### src/rtl/dlx_pkg.sv
// ---------------------------------------------------------------------------
// dlx_pkg : shared encodings for the DLX decode/issue stage
// Rev 1.0
// ---------------------------------------------------------------------------
`default_nettype none

package dlx_pkg;

    // opselect codes
    localparam logic [2:0] SHIFT_REG   = 3'b000;
    localparam logic [2:0] ARITH_LOGIC = 3'b001;
    localparam logic [2:0] MEM_WRITE   = 3'b100;
    localparam logic [2:0] MEM_READ    = 3'b101;

    // arithmetic/logic operations
    localparam logic [2:0] ADD  = 3'b000;
    localparam logic [2:0] HADD = 3'b001;
    localparam logic [2:0] SUB  = 3'b010;
    localparam logic [2:0] NOT  = 3'b011;
    localparam logic [2:0] AND  = 3'b100;
    localparam logic [2:0] OR   = 3'b101;
    localparam logic [2:0] XOR  = 3'b110;
    localparam logic [2:0] LHG  = 3'b111;

    // shift operations
    localparam logic [2:0] SHLEFTLOG = 3'b000;
    localparam logic [2:0] SHLEFTART = 3'b001;
    localparam logic [2:0] SHRGHTLOG = 3'b010;
    localparam logic [2:0] SHRGHTART = 3'b011;

    // load formatting operations
    localparam logic [2:0] LOADBYTE  = 3'b000;
    localparam logic [2:0] LOADHALF  = 3'b001;
    localparam logic [2:0] LOADWORD  = 3'b011;
    localparam logic [2:0] LOADBYTEU = 3'b100;
    localparam logic [2:0] LOADHALFU = 3'b101;

    // instruction word field positions (LSB of each field)
    localparam int OPSEL_LSB = 21;
    localparam int OP_LSB    = 18;
    localparam int RD_LSB    = 15;
    localparam int RS1_LSB   = 12;
    localparam int RS2_LSB   = 9;
    localparam int IMM_LSB   = 0;

    // issue FSM encoding
    localparam logic [2:0] S_IDLE     = 3'd0;
    localparam logic [2:0] S_ALU_EXEC = 3'd1;
    localparam logic [2:0] S_ALU_WB   = 3'd2;
    localparam logic [2:0] S_MEM_REQ  = 3'd3;
    localparam logic [2:0] S_MEM_WAIT = 3'd4;

    function automatic logic [15:0] sext_imm9(input logic [8:0] imm);
        return {{7{imm[8]}}, imm};
    endfunction

endpackage

`default_nettype wire

### src/rtl/dlx_regfile.sv
// ---------------------------------------------------------------------------
// dlx_regfile : 16-bit register file, two read ports, debug read, one write
// Rev 1.0
// ---------------------------------------------------------------------------
`default_nettype none

module dlx_regfile #(
    parameter int NREGS = 8
) (
    input  logic        clk_i,
    input  logic        rst_ni,
    input  logic        we_i,
    input  logic [2:0]  waddr_i,
    input  logic [15:0] wdata_i,
    input  logic [2:0]  raddr1_i,
    input  logic [2:0]  raddr2_i,
    output logic [15:0] rdata1_o,
    output logic [15:0] rdata2_o,
    input  logic [2:0]  dbg_addr_i,
    output logic [15:0] dbg_data_o
);

    logic [15:0] rf_w [8];

    // r0 and any slot beyond NREGS are constant zero, so writes there vanish
    for (genvar i = 0; i < 8; i++) begin : g_reg
        if (i == 0 || i >= NREGS) begin : g_zero
            assign rf_w[i] = '0;
        end else begin : g_flop
            logic [15:0] reg_q;
            always_ff @(posedge clk_i) begin
                if (!rst_ni) begin
                    reg_q <= '0;
                end else if (we_i && waddr_i == 3'(i)) begin
                    reg_q <= wdata_i;
                end
            end
            assign rf_w[i] = reg_q;
        end
    end

    assign rdata1_o   = rf_w[raddr1_i];
    assign rdata2_o   = rf_w[raddr2_i];
    assign dbg_data_o = rf_w[dbg_addr_i];

endmodule

`default_nettype wire

### src/rtl/dlx_decode_issue.sv
// ---------------------------------------------------------------------------
// dlx_decode_issue : serialised decode/issue stage driving the DLX ALU
// Rev 1.0
// ---------------------------------------------------------------------------
`default_nettype none

module dlx_decode_issue
    import dlx_pkg::*;
#(
    parameter int ALU_LATENCY = 2,
    parameter int NREGS       = 8
) (
    input  logic        clock,
    input  logic        reset,
    input  logic        instr_valid,
    input  logic [23:0] instr_data,
    output logic        instr_ready,
    output logic        enable_arith,
    output logic        enable_shift,
    output logic [2:0]  opselect,
    output logic [2:0]  operation,
    output logic [15:0] aluin1,
    output logic [15:0] aluin2,
    output logic [4:0]  shift_number,
    input  logic [15:0] alu_result,
    output logic        dmem_req,
    output logic        dmem_we,
    output logic [15:0] dmem_addr,
    output logic [15:0] dmem_wdata,
    input  logic        dmem_rvalid,
    input  logic [15:0] dmem_rdata,
    output logic        illegal_op,
    input  logic [2:0]  dbg_addr,
    output logic [15:0] dbg_data
);

    localparam int         CNT_W    = 2;
    localparam logic [1:0] CNT_INIT = CNT_W'(ALU_LATENCY - 1);

    logic [2:0]  state_q, state_d;
    logic [1:0]  cnt_q, cnt_d;
    logic [2:0]  rd_q, rd_d;
    logic        en_arith_q, en_arith_d;
    logic        en_shift_q, en_shift_d;
    logic [2:0]  opsel_q, opsel_d;
    logic [2:0]  op_q, op_d;
    logic [15:0] a1_q, a1_d;
    logic [15:0] a2_q, a2_d;
    logic [4:0]  shamt_q, shamt_d;
    logic        req_q, req_d;
    logic        we_q, we_d;
    logic [15:0] addr_q, addr_d;
    logic [15:0] wdata_q, wdata_d;
    logic        illegal_q, illegal_d;

    logic [2:0]  w_opsel, w_op, w_rd, w_rs1, w_rs2;
    logic [8:0]  w_imm;
    logic [15:0] w_rdata1, w_rdata2, w_eaddr;
    logic        w_legal, w_rf_we;

    assign w_opsel = instr_data[OPSEL_LSB +: 3];
    assign w_op    = instr_data[OP_LSB    +: 3];
    assign w_rd    = instr_data[RD_LSB    +: 3];
    assign w_rs1   = instr_data[RS1_LSB   +: 3];
    assign w_rs2   = instr_data[RS2_LSB   +: 3];
    assign w_imm   = instr_data[IMM_LSB   +: 9];
    assign w_eaddr = w_rdata1 + sext_imm9(w_imm);
    assign w_legal = (w_opsel == SHIFT_REG) || (w_opsel == ARITH_LOGIC) ||
                     (w_opsel == MEM_WRITE) || (w_opsel == MEM_READ);

    dlx_regfile #(
        .NREGS (NREGS)
    ) u_regfile (
        .clk_i      (clock),
        .rst_ni     (reset),
        .we_i       (w_rf_we),
        .waddr_i    (rd_q),
        .wdata_i    (alu_result),
        .raddr1_i   (w_rs1),
        .raddr2_i   (w_rs2),
        .rdata1_o   (w_rdata1),
        .rdata2_o   (w_rdata2),
        .dbg_addr_i (dbg_addr),
        .dbg_data_o (dbg_data)
    );

    always_comb begin
        state_d    = state_q;
        cnt_d      = cnt_q;
        rd_d       = rd_q;
        en_arith_d = en_arith_q;
        en_shift_d = en_shift_q;
        opsel_d    = opsel_q;
        op_d       = op_q;
        a1_d       = a1_q;
        a2_d       = a2_q;
        shamt_d    = shamt_q;
        req_d      = 1'b0;
        we_d       = we_q;
        addr_d     = addr_q;
        wdata_d    = wdata_q;
        illegal_d  = 1'b0;
        w_rf_we    = 1'b0;

        case (state_q)
            S_IDLE: begin
                if (instr_valid) begin
                    // illegal words are consumed without touching any ALU-facing register
                    if (w_legal) begin
                        rd_d    = w_rd;
                        opsel_d = w_opsel;
                        op_d    = w_op;
                        a1_d    = w_rdata1;
                        a2_d    = w_rdata2;
                        shamt_d = w_imm[4:0];
                    end
                    case (w_opsel)
                        SHIFT_REG, ARITH_LOGIC: begin
                            state_d    = S_ALU_EXEC;
                            cnt_d      = CNT_INIT;
                            en_arith_d = (w_opsel == ARITH_LOGIC);
                            en_shift_d = (w_opsel == SHIFT_REG);
                        end
                        MEM_READ, MEM_WRITE: begin
                            state_d = S_MEM_REQ;
                            req_d   = 1'b1;
                            we_d    = (w_opsel == MEM_WRITE);
                            addr_d  = w_eaddr;
                            if (w_opsel == MEM_WRITE) begin
                                wdata_d = w_rdata2;
                            end
                        end
                        default: illegal_d = 1'b1;
                    endcase
                end
            end
            S_ALU_EXEC: begin
                if (cnt_q == '0) begin
                    en_arith_d = 1'b0;
                    en_shift_d = 1'b0;
                    state_d    = S_ALU_WB;
                end else begin
                    cnt_d = cnt_q - 2'd1;
                end
            end
            S_ALU_WB: begin
                w_rf_we = 1'b1;
                state_d = S_IDLE;
            end
            S_MEM_REQ: begin
                state_d = we_q ? S_IDLE : S_MEM_WAIT;
            end
            S_MEM_WAIT: begin
                // load data replaces operand 2 so the ALU can format it
                if (dmem_rvalid) begin
                    a2_d       = dmem_rdata;
                    en_arith_d = 1'b1;
                    cnt_d      = CNT_INIT;
                    state_d    = S_ALU_EXEC;
                end
            end
            default: state_d = S_IDLE;
        endcase
    end

    always_ff @(posedge clock) begin
        if (!reset) begin
            state_q    <= S_IDLE;
            cnt_q      <= '0;
            rd_q       <= '0;
            en_arith_q <= 1'b0;
            en_shift_q <= 1'b0;
            opsel_q    <= '0;
            op_q       <= '0;
            a1_q       <= '0;
            a2_q       <= '0;
            shamt_q    <= '0;
            req_q      <= 1'b0;
            we_q       <= 1'b0;
            addr_q     <= '0;
            wdata_q    <= '0;
            illegal_q  <= 1'b0;
        end else begin
            state_q    <= state_d;
            cnt_q      <= cnt_d;
            rd_q       <= rd_d;
            en_arith_q <= en_arith_d;
            en_shift_q <= en_shift_d;
            opsel_q    <= opsel_d;
            op_q       <= op_d;
            a1_q       <= a1_d;
            a2_q       <= a2_d;
            shamt_q    <= shamt_d;
            req_q      <= req_d;
            we_q       <= we_d;
            addr_q     <= addr_d;
            wdata_q    <= wdata_d;
            illegal_q  <= illegal_d;
        end
    end

    assign instr_ready  = (state_q == S_IDLE);
    assign enable_arith = en_arith_q;
    assign enable_shift = en_shift_q;
    assign opselect     = opsel_q;
    assign operation    = op_q;
    assign aluin1       = a1_q;
    assign aluin2       = a2_q;
    assign shift_number = shamt_q;
    assign dmem_req     = req_q;
    assign dmem_we      = we_q;
    assign dmem_addr    = addr_q;
    assign dmem_wdata   = wdata_q;
    assign illegal_op   = illegal_q;

endmodule

`default_nettype wire

### config.mk
export PLATFORM = sky130hd
export DESIGN_NAME = dlx_decode_issue
export DESIGN_NICKNAME = d
export VERILOG_FILES = /design/src/rtl/dlx_pkg.sv /design/src/rtl/dlx_regfile.sv /design/src/rtl/dlx_decode_issue.sv
export SDC_FILE = /design/constraint.sdc
export NUM_CORES = 1
export LEC_CHECK = 0
export ABC_AREA = 0
export CORE_MARGIN = 4
export CORE_UTILIZATION = 55
export CTS_CLUSTER_DIAMETER = 40
export DETAILED_ROUTE_END_ITERATION = 8
export HOLD_SLACK_MARGIN = 0.05
export MAX_ROUTING_LAYER = met4
export PLACE_DENSITY = 0.92
export RECOVER_POWER = 100
export SYNTH_ARGS = -nofsm -noshare
export SYNTH_HDL_FRONTEND = slang
export SYNTH_SLANG_ARGS = --single-unit
### constraint.sdc
create_clock -name clock -period 4.5 [get_ports clock]
set_input_delay 0.9 -clock clock [delete_from_list [all_inputs] [get_ports clock]]
set_output_delay 0.9 -clock clock [all_outputs]
set_load 0.01 [all_outputs]
==> flow_summary.json, run 1 <==
{
  "die_w_um": 150,
  "cts-root-buf": "clkbuf_16",
  "synthDistinctLibCells": 62,
  "rows": 51,
  "vias_per_cell": 6.39,
  "core_mm2": 0.0197,
  "wl_per_cell_um": 21.1,
  "ant_nets": 0,
  "dr_total_vias": 10437,
  "required_ps": 3600,
  "avgSynthCellArea_um2": 8.82,
  "fp.dieH_um": 150,
  "skew_ps": 11.5,
  "tns_ps": 0,
  "slew_headroom_pct": -18.6,
  "antenna_found_initial": 0,
  "preCtsSetupSlack_ps": 239,
  "violations": "capacitance limit, slew limit",
  "power.total_mw": 4.00,
  "drtPass1Iterations": 6,
  "syn_nets": 1334,
  "cts_hold_buf": 0,
  "seqCellArea_mm2": 0.00400,
  "hp-start": "operation[0]$_SDFFE_PN0P_",
  "finalWorstSetupSlack_ps": 322,
  "dieArea_mm2": 0.0224,
  "slew_violations": 210,
  "postSynthCellCount": 1254,
  "synth_area_leaders": "dfxtp_1 (36%), nand2_1 (10%), mux4_2 (9.8%), a21boi_0 (8.1%), mux2_2 (5.0%)",
  "clockBufferDepth": 2,
  "dp.cells": 1602,
  "wl_um": 34500,
  "period_needed_ps": 4180,
  "crit_buf_inv": 3,
  "drtIter0Drc": 1415,
  "ys_warn_count": 0,
  "clock-sinks": 200,
  "hold_class": "flip-flop to flip-flop",
  "multi_input_area_mm2": 0.00639,
  "powerDensity_mw_per_mm2": 301,
  "area_delta_synth_final_pct": 20.3,
  "crit_chain": "clkbuf_2 > clkbuf_1 > mux2_2 > a221oi_1 > a21oi_1 > dlygate4sd3_1",
  "grt_pass1_vias": 9994,
  "num_antenna_cells": 0,
  "ys_async_sr_fraction_pct": 0,
  "crit_start": "dbg_addr[2]",
  "path_clk_slew_ps": 70,
  "criticalPathCategory": "input pin to output port",
  "ctsResizeCount": 0,
  "fin_crit_sh_pct": 92.8,
  "stdcell_count": 1634,
  "cts_tree": "done",
  "cpMaxStageDelayCell": "dlygate4sd3_1",
  "synth-edff-count": 0,
  "yosys.area.top_type_share_pct": 36.2,
  "crit_arrival_ps": 3280,
  "leakage_nw": 5.18,
  "clk_latency_ps": 450,
  "ys_seq_area_share_pct": 36.2,
  "rsz0062_at_grt": "false",
  "crit_path_end_kind": "output port",
  "grt_pass1_wl_um": 54400,
  "grt_max_degree": 106,
  "crit_family": "buffers and inverters",
  "cp_max_fo": 17,
  "initial_core_util_pct": 56.3,
  "dp_hpwl_um": 23200,
  "n_fill_cell": 1490,
  "layout.nets": 1436,
  "synth_area_mm2": 0.0111,
  "drcViolationCount": 0,
  "max_cap_viol_count": 2,
  "yosysTopAreaCell": "dfxtp_1",
  "hold_viol_final": 0,
  "overflow": 0,
  "numCtsBuffers": 17,
  "outcome": "complete, but fails checks",
  "gp_congestion": 0.962,
  "irDropWorstVdd_mv": 0.282,
  "worst_pin_slew_ps": 1780,
  "io-pin-count": 160,
  "h-tree-depth": 4,
  "drive_gt1_share_pct": 11.7,
  "port_buffers": 159,
  "worstSetupStartpointType": "input pin",
  "fmax_ghz": 0.239,
  "ys_seq_elements": 200,
  "crit_path_max_incr_delay_ps": 630,
  "setup_violations": 0,
  "regToRegStartpoint": "state_q[2]$_SDFFE_PN0P_",
  "track_usage_pct": 31.5,
  "ys.flop_type": "dfxtp_1",
  "post_cts_buffers": 0
}
## cell usage in the layout (no fill, tap or decap), types with 5 or more instances in the layout
cell	count
nand2_1	298
dfxtp_1	200
a21boi_0	129
dlygate4sd3_1	93
clkdlybuf4s50_1	63
a21oi_1	61
inv_1	53
mux2_2	49
mux4_2	48
a221oi_1	48
nand3_1	43
nor2b_1	41
mux2i_1	33
o21ai_0	19
buf_4	19
o211a_1	18
clkbuf_16	17
ha_1	16
nor2_1	15
inv_6	6
and3_1	5
xnor2_1	5
nor3_1	5
and2_0	5
nand4_1	5
## kinds of logic after synthesis
| kind of cell | after synthesis | synth area share [%] |
|---|---|---|
| AND/OR/NAND/NOR | 439 | 17.6 |
| AO/OA/AOI/OAI | 303 | 19.9 |
| buffers and inverters | 156 | 5.82 |
| adder cells (fa/ha/maj) | 17 | 1.99 |
| flip-flops | 200 | 36.2 |
| multiplexers | 130 | 17.7 |
| XOR/XNOR | 9 | 0.713 |
## per-stage QoR
| stage | instance area [um2] | util, % | hold slack [ps] |
|---|---|---|---|
| floorplan | 11100 | - | 451 |
| global placement | 12800 | 64.9 | 450 |
| detailed placement | 12800 | 64.9 | 456 |
| CTS | 13400 | 68.0 | 466 |
| global route | 13300 | 67.7 | 485 |
| finish | 13300 | 67.7 | 465 |
## metal layers
| metal | routed length [um] | vias to the layer above | global-route usage, % |
|---|---|---|---|
| li1 | - | 4617 | - |
| met1 | 12800 | 4889 | 39.1 |
| met2 | 15700 | 764 | 47.2 |
| met3 | 3860 | 167 | 7.63 |
| met4 | 2130 | 0 | 17.9 |
| met5 | 0 | - | - |
## tightest hold or removal path: cells and delay by family (launching register included)
family	cells	cell delay, ps
and+or+nand+nor	1	40
DFF	1	310
AOI/OAI and AO/OA	1	60
## path summary, 6_finish.rpt
| path | end | slack [ps] | cells after the start |
|---|---|---|---|
| max | dbg_data[10] | 320 | 6 |
| min | operation[0]$_SDFFE_PN0P_ | 460 | 2 |
| max reg2reg | dmem_wdata[5]$_SDFFE_PN0P_ | 1230 | 6 |
| min reg2reg | operation[0]$_SDFFE_PN0P_ | 460 | 2 |
## power by group
group          leakage, nW  switching, mW  internal (mW)  total [mW]
clock network        0.297          0.740          0.889        1.63
logic                 3.26          0.302          0.245       0.546
registers             1.62         0.0244           1.80        1.83
total                 5.18           1.07           2.94        4.00
## sequential cells by signal, indices dropped and copies added (netlist names)
signal                    cells
aluin1                       16
dmem_wdata                   16
opselect                      3
dmem_req                      1
state_q                       3
rd_q                          3
shift_number                  5
operation                     3
aluin2                       16
dmem_addr                    16
enable_arith                  1
enable_shift                  1
illegal_op                    1
cnt_q                         2
dmem_we                       1
u_regfile.g.g_flop.reg_q    112
## cells in the mapped netlist (all sizes together) (33+ instances only)
cell type,n
nand2,299
dfxtp,200
a21boi,130
clkbuf,67
a21oi,61
inv,54
a221oi,49
mux2,49
mux4,48
nand3,43
nor2b,41
buf,35
mux2i,33
## final cells by class
| class | count | share of cell area (%) |
|---|---|---|
| Multi-Input combinational cell | 898 | 48.0 |
| Sequential cell | 200 | 30.1 |
| Timing Repair Buffer | 185 | 13.3 |
| Clock buffer | 17 | 3.20 |
| Tap cell | 265 | 2.49 |
| Inverter | 54 | 1.52 |
| Clock inverter | 15 | 1.41 |
Note: power is estimated with default switching activity, not from simulation.
==> run 2: changes to the inputs <==
--- a/config.mk
+++ b/config.mk
@@ -12,7 +12,7 @@
 export DETAILED_ROUTE_END_ITERATION = 8
 export HOLD_SLACK_MARGIN = 0.05
 export MAX_ROUTING_LAYER = met4
-export PLACE_DENSITY = 0.92
+export PLACE_DENSITY = 0.81
 export RECOVER_POWER = 100
 export SYNTH_ARGS = -nofsm -noshare
 export SYNTH_HDL_FRONTEND = slang
==> run 2 against run 1 <==
The run still ends with capacitance limit, slew limit left. Cell area increased by 0.26%. Total power decreased by 1.2%. Count of clock-buffer cells in the layout increased by 3.
==> flow_summary.json, run 2 (same netlist as run 1, synthesis figures left out) <==
{
  "ff2ff_path_depth": 6,
  "dieArea_mm2": 0.0224,
  "irDropWorstVdd_mv": 0.285,
  "hold_viol_final": 0,
  "drive_gt1_share_pct": 12.0,
  "p_int_mw": 2.93,
  "period_needed_ps": 4160,
  "required_ps": 3600,
  "multi_input_area_mm2": 0.00640,
  "track_usage_pct": 29.1,
  "grt_max_degree": 109,
  "clk_latency_ps": 440,
  "die_w_um": 150,
  "worst_pin_slew_ps": 1780,
  "cp_max_fo": 22,
  "leakage_nw": 5.20,
  "fmax_ghz": 0.240,
  "antenna_found_initial": 0,
  "violations": "capacitance limit, slew limit",
  "drtPass1Iterations": 6,
  "cts-root-buf": "clkbuf_16",
  "h-tree-depth": 4,
  "core_mm2": 0.0197,
  "criticalPathCategory": "input pin to output port",
  "crit_path_end_kind": "output port",
  "hp-start": "dmem_wdata[9]$_SDFFE_PN0P_",
  "ant_nets": 0,
  "rows": 51,
  "cts_tree": "done",
  "r2r_slack_ps": 1140,
  "drcViolationCount": 0,
  "clockBufferDepth": 2,
  "clock-sinks": 200,
  "post_cts_buffers": 0,
  "fin_crit_sh_pct": 92.5,
  "io-pin-count": 160,
  "seqCellArea_mm2": 0.00400,
  "numCtsBuffers": 17,
  "hold-path-cell-count": 2,
  "top_register": "u_regfile.g.g_flop.reg_q",
  "clkPwrFrac_pct": 40.0,
  "p_comb_share_pct": 13.7,
  "path_clk_slew_ps": 70,
  "met3_usage_pct": 5.39,
  "port_buffers": 159,
  "use_met2_pct": 44.4,
  "powerDensity_mw_per_mm2": 297,
  "wl_per_cell_um": 19.7,
  "drtIter0Drc": 1012,
  "initial_core_util_pct": 56.3,
  "dp_hpwl_um": 22700,
  "grt_pass1_vias": 9094,
  "layout_commonest_cell": "nand2_1",
  "switchingPower_mw": 1.03,
  "n_fill_cell": 1584,
  "num_antenna_cells": 0,
  "hold_class": "flip-flop to flip-flop",
  "r2r_end": "dmem_wdata[5]$_SDFFE_PN0P_",
  "vias_per_cell": 6.05,
  "outcome": "complete, but fails checks",
  "gr-max-usage-layer": "met2",
  "regToRegStartpoint": "state_q[2]$_SDFFE_PN0P_",
  "dr_total_vias": 9903,
  "wl_um": 32300,
  "layout_common_cells": "nand2_1 (298), dfxtp_1 (200), a21boi_0 (128), dlygate4sd3_1 (95)",
  "ctsResizeCount": 0,
  "worstSetupStartpointType": "input pin",
  "overflow": 0,
  "use_met1_pct": 38.5,
  "max_cap_viol_count": 2,
  "holdPathEnd": "dmem_wdata[9]$_SDFFE_PN0P_",
  "tns_ps": 0,
  "whs_ps": 464,
  "area_delta_synth_final_pct": 20.6,
  "p_seq_share_pct": 46.2,
  "rsz0062_at_grt": "false",
  "skew_ps": 7.38,
  "slew_violations": 210,
  "setup_violations": 0,
  "slew_headroom_pct": -18.6,
  "netSwitchingFraction_pct": 26.1,
  "crit_arrival_ps": 3260,
  "gp_congestion": 0.947,
  "layout.nets": 1438,
  "grt_pass1_wl_um": 50000,
  "largest_reg_flops": 112,
  "cts_hold_buf": 0,
  "fp.dieH_um": 150
}
## run 2: cell types whose count changed in the layout (fill, tap and decap cells not counted), moves of 2 or more
| cell | before | now |
|---|---|---|
| buf_4 | 19 | 21 |
| clkbuf_8 | 0 | 3 |
| clkdlybuf4s50_1 | 63 | 61 |
| dlygate4sd3_1 | 93 | 95 |
## run 2: layout make-up
| class | count | share of cell area (%) |
|---|---|---|
| clock buffers | 20 | 3.50 |
| flip-flops and latches | 200 | 30.0 |
| multi-input cells | 898 | 48.0 |
| repair buffers | 187 | 13.5 |
| inverters | 54 | 1.52 |
| clock inverters | 12 | 1.03 |
| well taps | 265 | 2.49 |
## run 2: worst max-delay path by stage
stage	from	endpoint	slack (ps)	cells past startpoint
after floorplan	instr_data[12]	dmem_addr[15]$_SDFFE_PN0P_	840	13
after global placement	instr_data[12]	dmem_addr[13]$_SDFFE_PN0P_	240	13
after detailed placement	instr_data[12]	dmem_addr[13]$_SDFFE_PN0P_	120	13
after CTS	instr_data[12]	dmem_addr[13]$_SDFFE_PN0P_	570	13
after global routing	instr_data[14]	dmem_addr[12]$_SDFFE_PN0P_	210	14
final	dbg_addr[0]	dbg_data[14]	340	6
## run 2: power by group through the flow
| stage | Sequential (mW) | Clock, mW | Combinational, mW |
|---|---|---|---|
| after detailed placement | 1.87 | 0 | 0.554 |
| after floorplan | 1.88 | 0 | 0.298 |
| after global placement | 1.87 | 0 | 0.547 |
| final | 1.83 | 1.58 | 0.544 |
| after global routing | 1.83 | 1.67 | 0.585 |
| after CTS | 1.83 | 1.59 | 0.556 |
## run 2: metrics by stage
| stage | total power [mW] | cells | utilization (%) | cell area, um2 | setup slack (ps) |
|---|---|---|---|---|---|
| after CTS | 3.98 | 1636 | 68.1 | 13400 | 574 |
| after detailed placement | 2.43 | 1604 | 65.0 | 12800 | 124 |
| after global placement | 2.42 | 1604 | 65.0 | 12800 | 237 |
| final | 3.96 | 1636 | 67.9 | 13300 | 339 |
| after floorplan | 2.18 | 1254 | - | 11100 | 838 |
| after global routing | 4.09 | 1636 | 67.9 | 13300 | 208 |
## run 2: routing by layer
metal	routed length, um	share of wire (%)	up-vias
met2	15100	47	520
li1	-	-	4629
met1	13100	41	4698
met5	0	0	-
met3	2930	9.1	56
met4	1150	3.6	0
## run 2: worst max-delay path, stage by stage
cell and delay [ps]:
clkdlybuf4s50_1 510, clkbuf_2 510, mux4_2 580, inv_1 70
a21oi_1 70, dlygate4sd3_1 630
